<file path="config.mk">
export PLATFORM = sky130hd
export DESIGN_NAME = ps2_host_tx
export DESIGN_NICKNAME = d
export VERILOG_FILES = /design/src/rtl/ps2_pkg.sv /design/src/rtl/ps2_sync_edge.sv /design/src/rtl/ps2_host_tx.sv
export SDC_FILE = /design/constraint.sdc
export NUM_CORES = 1
export LEC_CHECK = 0
export CORE_MARGIN = 5
export CORE_UTILIZATION = 44
export CTS_CLUSTER_SIZE = 10
export DETAILED_ROUTE_END_ITERATION = 12
export PLACE_DENSITY = 0.65
export SLEW_MARGIN = 20
export SYNTH_ARGS = -nofsm -noshare
export SYNTH_HDL_FRONTEND = slang
export SYNTH_SLANG_ARGS = --single-unit
</file>
<file path="constraint.sdc">
create_clock -name clk_25MHz -period 3.9 [get_ports clk_25MHz]
set_clock_uncertainty 0.2 [all_clocks]
set_input_delay 0.585 -clock clk_25MHz [delete_from_list [all_inputs] [get_ports clk_25MHz]]
set_output_delay 0.585 -clock clk_25MHz [all_outputs]
set_load 0.03 [all_outputs]
</file>
<file path="src/rtl/ps2_pkg.sv">
// -----------------------------------------------------------------------------
// ps2_pkg
// Shared definitions for the PS/2 mouse interface: canned host command frames,
// the host transmitter state encoding and frame/parity helpers.
// -----------------------------------------------------------------------------
package ps2_pkg;

   // 11-bit frames: bit0 start (0), bits 8:1 data LSB first, bit9 odd parity,
   // bit10 stop (1).
   localparam logic [10:0] EN_REPORTING = 11'h5E8;  // data 8'hF4
   localparam logic [10:0] RESET_CMD    = 11'h7FE;  // data 8'hFF
   localparam logic [10:0] ACK          = 11'h7F4;  // data 8'hFA

   typedef enum logic [2:0] {
      IDLE,
      INHIBIT,
      RTS,
      SEND,
      WAIT_ACK,
      WAIT_IDLE
   } tx_state_e;

   // Parity bit that makes the total count of ones in {parity, data} odd.
   function automatic logic odd_parity(input logic [7:0] data);
      return ~^data;
   endfunction

   // A frame is well formed when start is 0, stop is 1 and parity is odd.
   function automatic logic frame_ok(input logic [10:0] frame);
      return (frame[0] == 1'b0) && (frame[10] == 1'b1) &&
             (frame[9] == odd_parity(frame[8:1]));
   endfunction

endpackage

</file>
<file path="src/rtl/ps2_sync_edge.sv">
// -----------------------------------------------------------------------------
// ps2_sync_edge
// Two-flop synchroniser for one raw PS/2 pad level plus a falling-edge detector
// on the synchronised value.
//   clk    : system clock
//   rst_n  : asynchronous active-low reset
//   din    : raw asynchronous pad level
//   dout   : synchronised level
//   fall   : high for one cycle when dout goes 1 -> 0
// -----------------------------------------------------------------------------
module ps2_sync_edge (
   input  logic clk,
   input  logic rst_n,
   input  logic din,
   output logic dout,
   output logic fall
);

   logic meta_q, sync_q, prev_q;
   logic meta_d, sync_d, prev_d;

   always_comb begin
      meta_d = din;
      sync_d = meta_q;
      prev_d = sync_q;
   end

   // NOTE: the chain resets to 1, the idle level of an open-drain PS/2 line,
   // so leaving reset never fabricates a falling edge.
   always_ff @(posedge clk or negedge rst_n) begin
      if (!rst_n) begin
         meta_q <= 1'b1;
         sync_q <= 1'b1;
         prev_q <= 1'b1;
      end else begin
         // NOTE: non-blocking assignments keep this a true shift chain;
         // blocking ones would collapse it to a single flop.
         meta_q <= meta_d;
         sync_q <= sync_d;
         prev_q <= prev_d;
      end
   end

   assign dout = sync_q;
   assign fall = prev_q & ~sync_q;

endmodule

</file>
<file path="src/rtl/ps2_host_tx.sv">
// -----------------------------------------------------------------------------
// ps2_host_tx
// Host-to-device PS/2 transmitter. Runs the request-to-send sequence, shifts an
// 11-bit frame out on device clock falling edges and checks the line ack.
//   clk_25MHz, reset_n      : clock, asynchronous active-low reset
//   tx_data[10:0], write    : frame and transmit request from the control FSM
//   ps2_clk_in, ps2_data_in : raw pad levels
//   ps2_clk_oe, ps2_data_oe : 1 pulls the corresponding pad low
//   busy, done, err         : status; done/err are one-cycle pulses
// -----------------------------------------------------------------------------
module ps2_host_tx
   import ps2_pkg::*;
#(
   parameter int unsigned INHIBIT_CYCLES = 2500,
   parameter int unsigned TIMEOUT_CYCLES = 375000
) (
   input  logic        clk_25MHz,
   input  logic        reset_n,
   input  logic [10:0] tx_data,
   input  logic        write,
   input  logic        ps2_clk_in,
   input  logic        ps2_data_in,
   output logic        ps2_clk_oe,
   output logic        ps2_data_oe,
   output logic        busy,
   output logic        done,
   output logic        err
);

   localparam int CW = $clog2(TIMEOUT_CYCLES + 1);
   localparam logic [CW-1:0] INHIBIT_LOAD = CW'(INHIBIT_CYCLES);
   localparam logic [CW-1:0] TIMEOUT_LOAD = CW'(TIMEOUT_CYCLES);
   localparam logic [CW-1:0] CNT_ONE      = CW'(1);

   logic clk_sync, clk_fall, data_sync, data_fall;

   ps2_sync_edge u_clk_sync (
      .clk  (clk_25MHz),
      .rst_n(reset_n),
      .din  (ps2_clk_in),
      .dout (clk_sync),
      .fall (clk_fall)
   );

   ps2_sync_edge u_data_sync (
      .clk  (clk_25MHz),
      .rst_n(reset_n),
      .din  (ps2_data_in),
      .dout (data_sync),
      .fall (data_fall)
   );

   tx_state_e     state_q, state_d;
   logic [10:0]   shreg_q, shreg_d;
   logic [3:0]    idx_q, idx_d;
   logic [CW-1:0] cnt_q, cnt_d;
   logic          clk_oe_q, clk_oe_d;
   logic          data_oe_q, data_oe_d;
   logic          busy_q, busy_d;
   logic          done_q, done_d;
   logic          err_q, err_d;
   logic          expired;

   // The counter is "reaching 0" on the cycle it would decrement from 1, so a
   // state loaded with N lasts exactly N cycles.
   assign expired = (cnt_q <= CNT_ONE);

   // NOTE: every signal gets a default first so no path through the case
   // leaves it unassigned, which would infer a latch.
   always_comb begin
      state_d   = state_q;
      shreg_d   = shreg_q;
      idx_d     = idx_q;
      cnt_d     = cnt_q;
      clk_oe_d  = clk_oe_q;
      data_oe_d = data_oe_q;
      done_d    = 1'b0;
      err_d     = 1'b0;

      unique case (state_q)
         IDLE: begin
            clk_oe_d  = 1'b0;
            data_oe_d = 1'b0;
            if (write) begin
               shreg_d = tx_data;
               if (!frame_ok(tx_data)) begin
                  err_d = 1'b1;
               end else begin
                  state_d  = INHIBIT;
                  cnt_d    = INHIBIT_LOAD;
                  clk_oe_d = 1'b1;
               end
            end
         end

         INHIBIT: begin
            clk_oe_d = 1'b1;
            if (expired) begin
               state_d   = RTS;
               cnt_d     = '0;
               data_oe_d = 1'b1;  // start bit goes out while clock still held
            end else begin
               cnt_d = cnt_q - CNT_ONE;
            end
         end

         RTS: begin
            state_d  = SEND;
            idx_d    = 4'd1;
            clk_oe_d = 1'b0;
            cnt_d    = TIMEOUT_LOAD;
         end

         SEND: begin
            // A device edge wins over a simultaneous timeout.
            if (clk_fall) begin
               data_oe_d = ~shreg_q[idx_q];
               idx_d     = idx_q + 4'd1;
               cnt_d     = TIMEOUT_LOAD;
               if (idx_q == 4'd10) state_d = WAIT_ACK;
            end else if (expired) begin
               state_d   = IDLE;
               cnt_d     = '0;
               clk_oe_d  = 1'b0;
               data_oe_d = 1'b0;
               err_d     = 1'b1;
            end else begin
               cnt_d = cnt_q - CNT_ONE;
            end
         end

         WAIT_ACK: begin
            if (clk_fall) begin
               if (!data_sync) begin
                  state_d = WAIT_IDLE;
                  cnt_d   = TIMEOUT_LOAD;
               end else begin
                  state_d = IDLE;
                  err_d   = 1'b1;
               end
            end else if (expired) begin
               state_d   = IDLE;
               cnt_d     = '0;
               clk_oe_d  = 1'b0;
               data_oe_d = 1'b0;
               err_d     = 1'b1;
            end else begin
               cnt_d = cnt_q - CNT_ONE;
            end
         end

         WAIT_IDLE: begin
            if (clk_sync && data_sync) begin
               state_d = IDLE;
               done_d  = 1'b1;
            end else if (expired) begin
               state_d   = IDLE;
               cnt_d     = '0;
               clk_oe_d  = 1'b0;
               data_oe_d = 1'b0;
               err_d     = 1'b1;
            end else begin
               cnt_d = cnt_q - CNT_ONE;
            end
         end

         default: begin
            state_d   = IDLE;
            clk_oe_d  = 1'b0;
            data_oe_d = 1'b0;
         end
      endcase

      busy_d = (state_d != IDLE);
   end

   always_ff @(posedge clk_25MHz or negedge reset_n) begin
      if (!reset_n) begin
         state_q   <= IDLE;
         shreg_q   <= '0;
         idx_q     <= '0;
         cnt_q     <= '0;
         clk_oe_q  <= 1'b0;
         data_oe_q <= 1'b0;
         busy_q    <= 1'b0;
         done_q    <= 1'b0;
         err_q     <= 1'b0;
      end else begin
         state_q   <= state_d;
         shreg_q   <= shreg_d;
         idx_q     <= idx_d;
         cnt_q     <= cnt_d;
         clk_oe_q  <= clk_oe_d;
         data_oe_q <= data_oe_d;
         busy_q    <= busy_d;
         done_q    <= done_d;
         err_q     <= err_d;
      end
   end

   assign ps2_clk_oe  = clk_oe_q;
   assign ps2_data_oe = data_oe_q;
   assign busy        = busy_q;
   assign done        = done_q;
   assign err         = err_q;

   // Data-line falling edges are not needed by the transmitter.
   logic unused_data_fall;
   assign unused_data_fall = data_fall;

endmodule

</file>
==> flow_summary.json <==
{
  "row_count": 28,
  "core_sq_um": 5920,
  "r2r_start": "u_clk_sync.dout",
  "layout_common_cells": "42 x dfrtp_1, 33 x o21ai_0, 30 x nand2_1",
  "crit_chain": "clkdlybuf4s50_1, xnor3_1, or3b_1, mux2i_1, a21oi_1, nand2b_1, o41ai_1",
  "syn_to_final_growth_pct": 12.5,
  "synth.distinct_cells": 54,
  "outcome": "complete, no violations",
  "synth-async-reset-ratio_pct": 100,
  "cp_max_fo": 7,
  "syn-num-nets": 311,
  "postRouteAntennaNets": 0,
  "finalWorstPathRequiredPeriod_ps": 2920,
  "io_buffer_count": 20,
  "placed_area_sq_um": 2920,
  "cp-endpoint": "cnt_q[10]",
  "cpPeakStageDelay_ps": 470,
  "end_kind": "flip-flop",
  "cts_tree": "done",
  "layout_setup_ws_ps": 982,
  "post_cts_buffers": 0,
  "vias_per_cell": 5.84,
  "reg2reg_slack_ps": 1130,
  "first_global_vias": 2018,
  "place_congestion": 0.856,
  "clkTransAtPathRegs_ps": 100,
  "die_h_um": 88.1,
  "vias": 2215,
  "hold_class": "input port to asynchronous set/reset pin",
  "avgSynthCellArea_sq_um": 9.22,
  "timing.rr.end": "cnt_q[10]",
  "grt_setup_unrepaired": "no",
  "path_class": "input port to flip-flop",
  "drtIter0Drc": 172,
  "routed_wirelength_um": 5820,
  "maxSlewViolCount": 0,
  "cts_resized": 0,
  "die_x_um": 88.1,
  "peakVddDrop_mv": 0.166,
  "diodes": 0,
  "drc": 0,
  "reg2regPathDepth": 6,
  "worstPathArrival_ps": 2920,
  "drv_cap": 0,
  "clock.fmax_mhz": 343,
  "wire_per_inst_um": 15.4,
  "overflow": 0,
  "h-tree-depth": 2,
  "final_common_cell": "dfrtp_1",
  "finalHoldViolations": 0,
  "nets": 323,
  "hold_buffers": 0,
  "yosysSeqAreaShare_pct": 44.1,
  "drt-pass1-iter-count": 4,
  "p_leak_uw": 0.00124,
  "cts_buffer_depth": 2,
  "critPathLaunch": "tx_data[2]",
  "period_share_pct": 74.8,
  "cts-root-buf": "clkbuf_8",
  "ios": 21,
  "cts.sink_count": 47,
  "dieArea_sq_um": 7760,
  "ys_warn_count": 0,
  "final_cell_area_sq_um": 3020,
  "finalSetupViolations": 0,
  "grt_pass1_wl_um": 9830,
  "syn_inst": 291,
  "synth-seq-cells": 47,
  "pre_cts_slack_ps": 674,
  "timing.setup.tns_ps": 0,
  "antenna_found_initial": 0,
  "synth_ff_type": "dfrtp_1",
  "syn_area_sq_um": 2680,
  "initial_core_util_pct": 45.3,
  "cpMaxStageDelayCell": "clkdlybuf4s50_1",
  "power_density_nw_per_um2": 286,
  "numCtsBuffers": 5,
  "drive_above_1_share_pct": 11.2,
  "synth_edf_count": 0,
  "grt_max_degree": 48,
  "tightest_slew_ps": 674,
  "cp-start-kind": "input port",
  "max-slew-margin-rel_pct": 55.1,
  "hpwl_um": 4120,
  "cp.required_ps": 3900,
  "grt_util_all_layers_pct": 16.1,
  "clock_latency_ps": 300
}
cell families (layout without fill, tap and decap cells):
family | after synthesis | after routing | synth area share (%)
and+or+nand+nor | 100 | 100 | 18.9
AOI/OAI and AO/OA | 91 | 91 | 21.0
adders and majority gates | 4 | 4 | 1.86
DFF | 47 | 47 | 44.1
buffers and inverters | 28 | 41 | 4.06
xor gates and xnor gates | 5 | 5 | 2.66
muxes | 16 | 16 | 7.46
per-stage QoR:
step	util [%]	std cells	hold WS [ps]	power [uW]
global placement	49.3	371	146	557
finish	51.0	379	69.0	864
floorplan	-	291	89.4	526
global route	51.0	379	112	900
detailed placement	49.3	371	150	557
CTS	51.0	379	165	879
worst min path at each step:
stage / startpoint / end / slack, ps / cells past startpoint
3_5_place_dp: u_data_sync.meta_q / u_data_sync.dout / 150 / 0
5_1_grt: reset_n / shreg_q[7] / 110 / 1
4_1_cts: u_data_sync.meta_q / u_data_sync.dout / 170 / 0
2_1_floorplan: reset_n / busy / 90 / 0
6_report: reset_n / shreg_q[7] / 70 / 1
3_3_place_gp: u_data_sync.meta_q / u_data_sync.dout / 150 / 0
flip-flops by register name, summed over array words and instances (netlist names):
name	cells
u_data_sync.dout	1
ps2_data_oe	1
busy	1
u_clk_sync.prev_q	1
u_data_sync.meta_q	1
shreg_q	11
cnt_q	19
u_clk_sync.dout	1
u_clk_sync.meta_q	1
state_q	3
done	1
ps2_clk_oe	1
err	1
idx_q	4
power by group:
group	internal [uW]	leakage (uW)	switching [uW]
clock network	133	0.0000467	184
logic	27.3	0.000617	25.0
registers	492	0.000577	2.78
total	652	0.00124	211
layer usage:
| layer | global-route usage [%] | up-vias | share of wire [%] |
|---|---|---|---|
| li1 | - | 1089 | - |
| met1 | 24.2 | 1054 | 50 |
| met2 | 23.5 | 64 | 44 |
| met3 | 2.73 | 8 | 4.5 |
| met4 | 5.08 | 0 | 1.6 |
| met5 | 0 | - | 0 |
cell usage after synthesis, drive strengths merged (9+ instances only):
| cell | number | area, sq um |
|---|---|---|
| nor3 | 11 | 55.1 |
| o21ai | 33 | 165 |
| dfrtp | 42 | 1050 |
| nand3 | 9 | 45.0 |
| mux2 | 12 | 135 |
| nand2 | 30 | 113 |
| nor2 | 24 | 92.6 |
| inv | 11 | 41.3 |
| clkbuf | 13 | 48.8 |
| a21oi | 21 | 105 |
critical path, delay by kind of cell:
family | cells | cell delay, ps
and+or+nand+nor | 2 | 640
buffers and inverters | 1 | 470
AOI/OAI and AO/OA | 2 | 550
xor gates and xnor gates | 1 | 410
muxes | 1 | 250
final cells by class:
cell class,count,area (sq um)
Fill cell,562,2900
Multi-Input combinational cell,216,1390
Sequential cell,47,1180
Timing Repair Buffer,22,213
Tap cell,75,93.8
Clock buffer,5,68.8
Inverter,11,41.3
Clock inverter,3,27.5
Note: power is estimated with default switching activity, not from simulation.
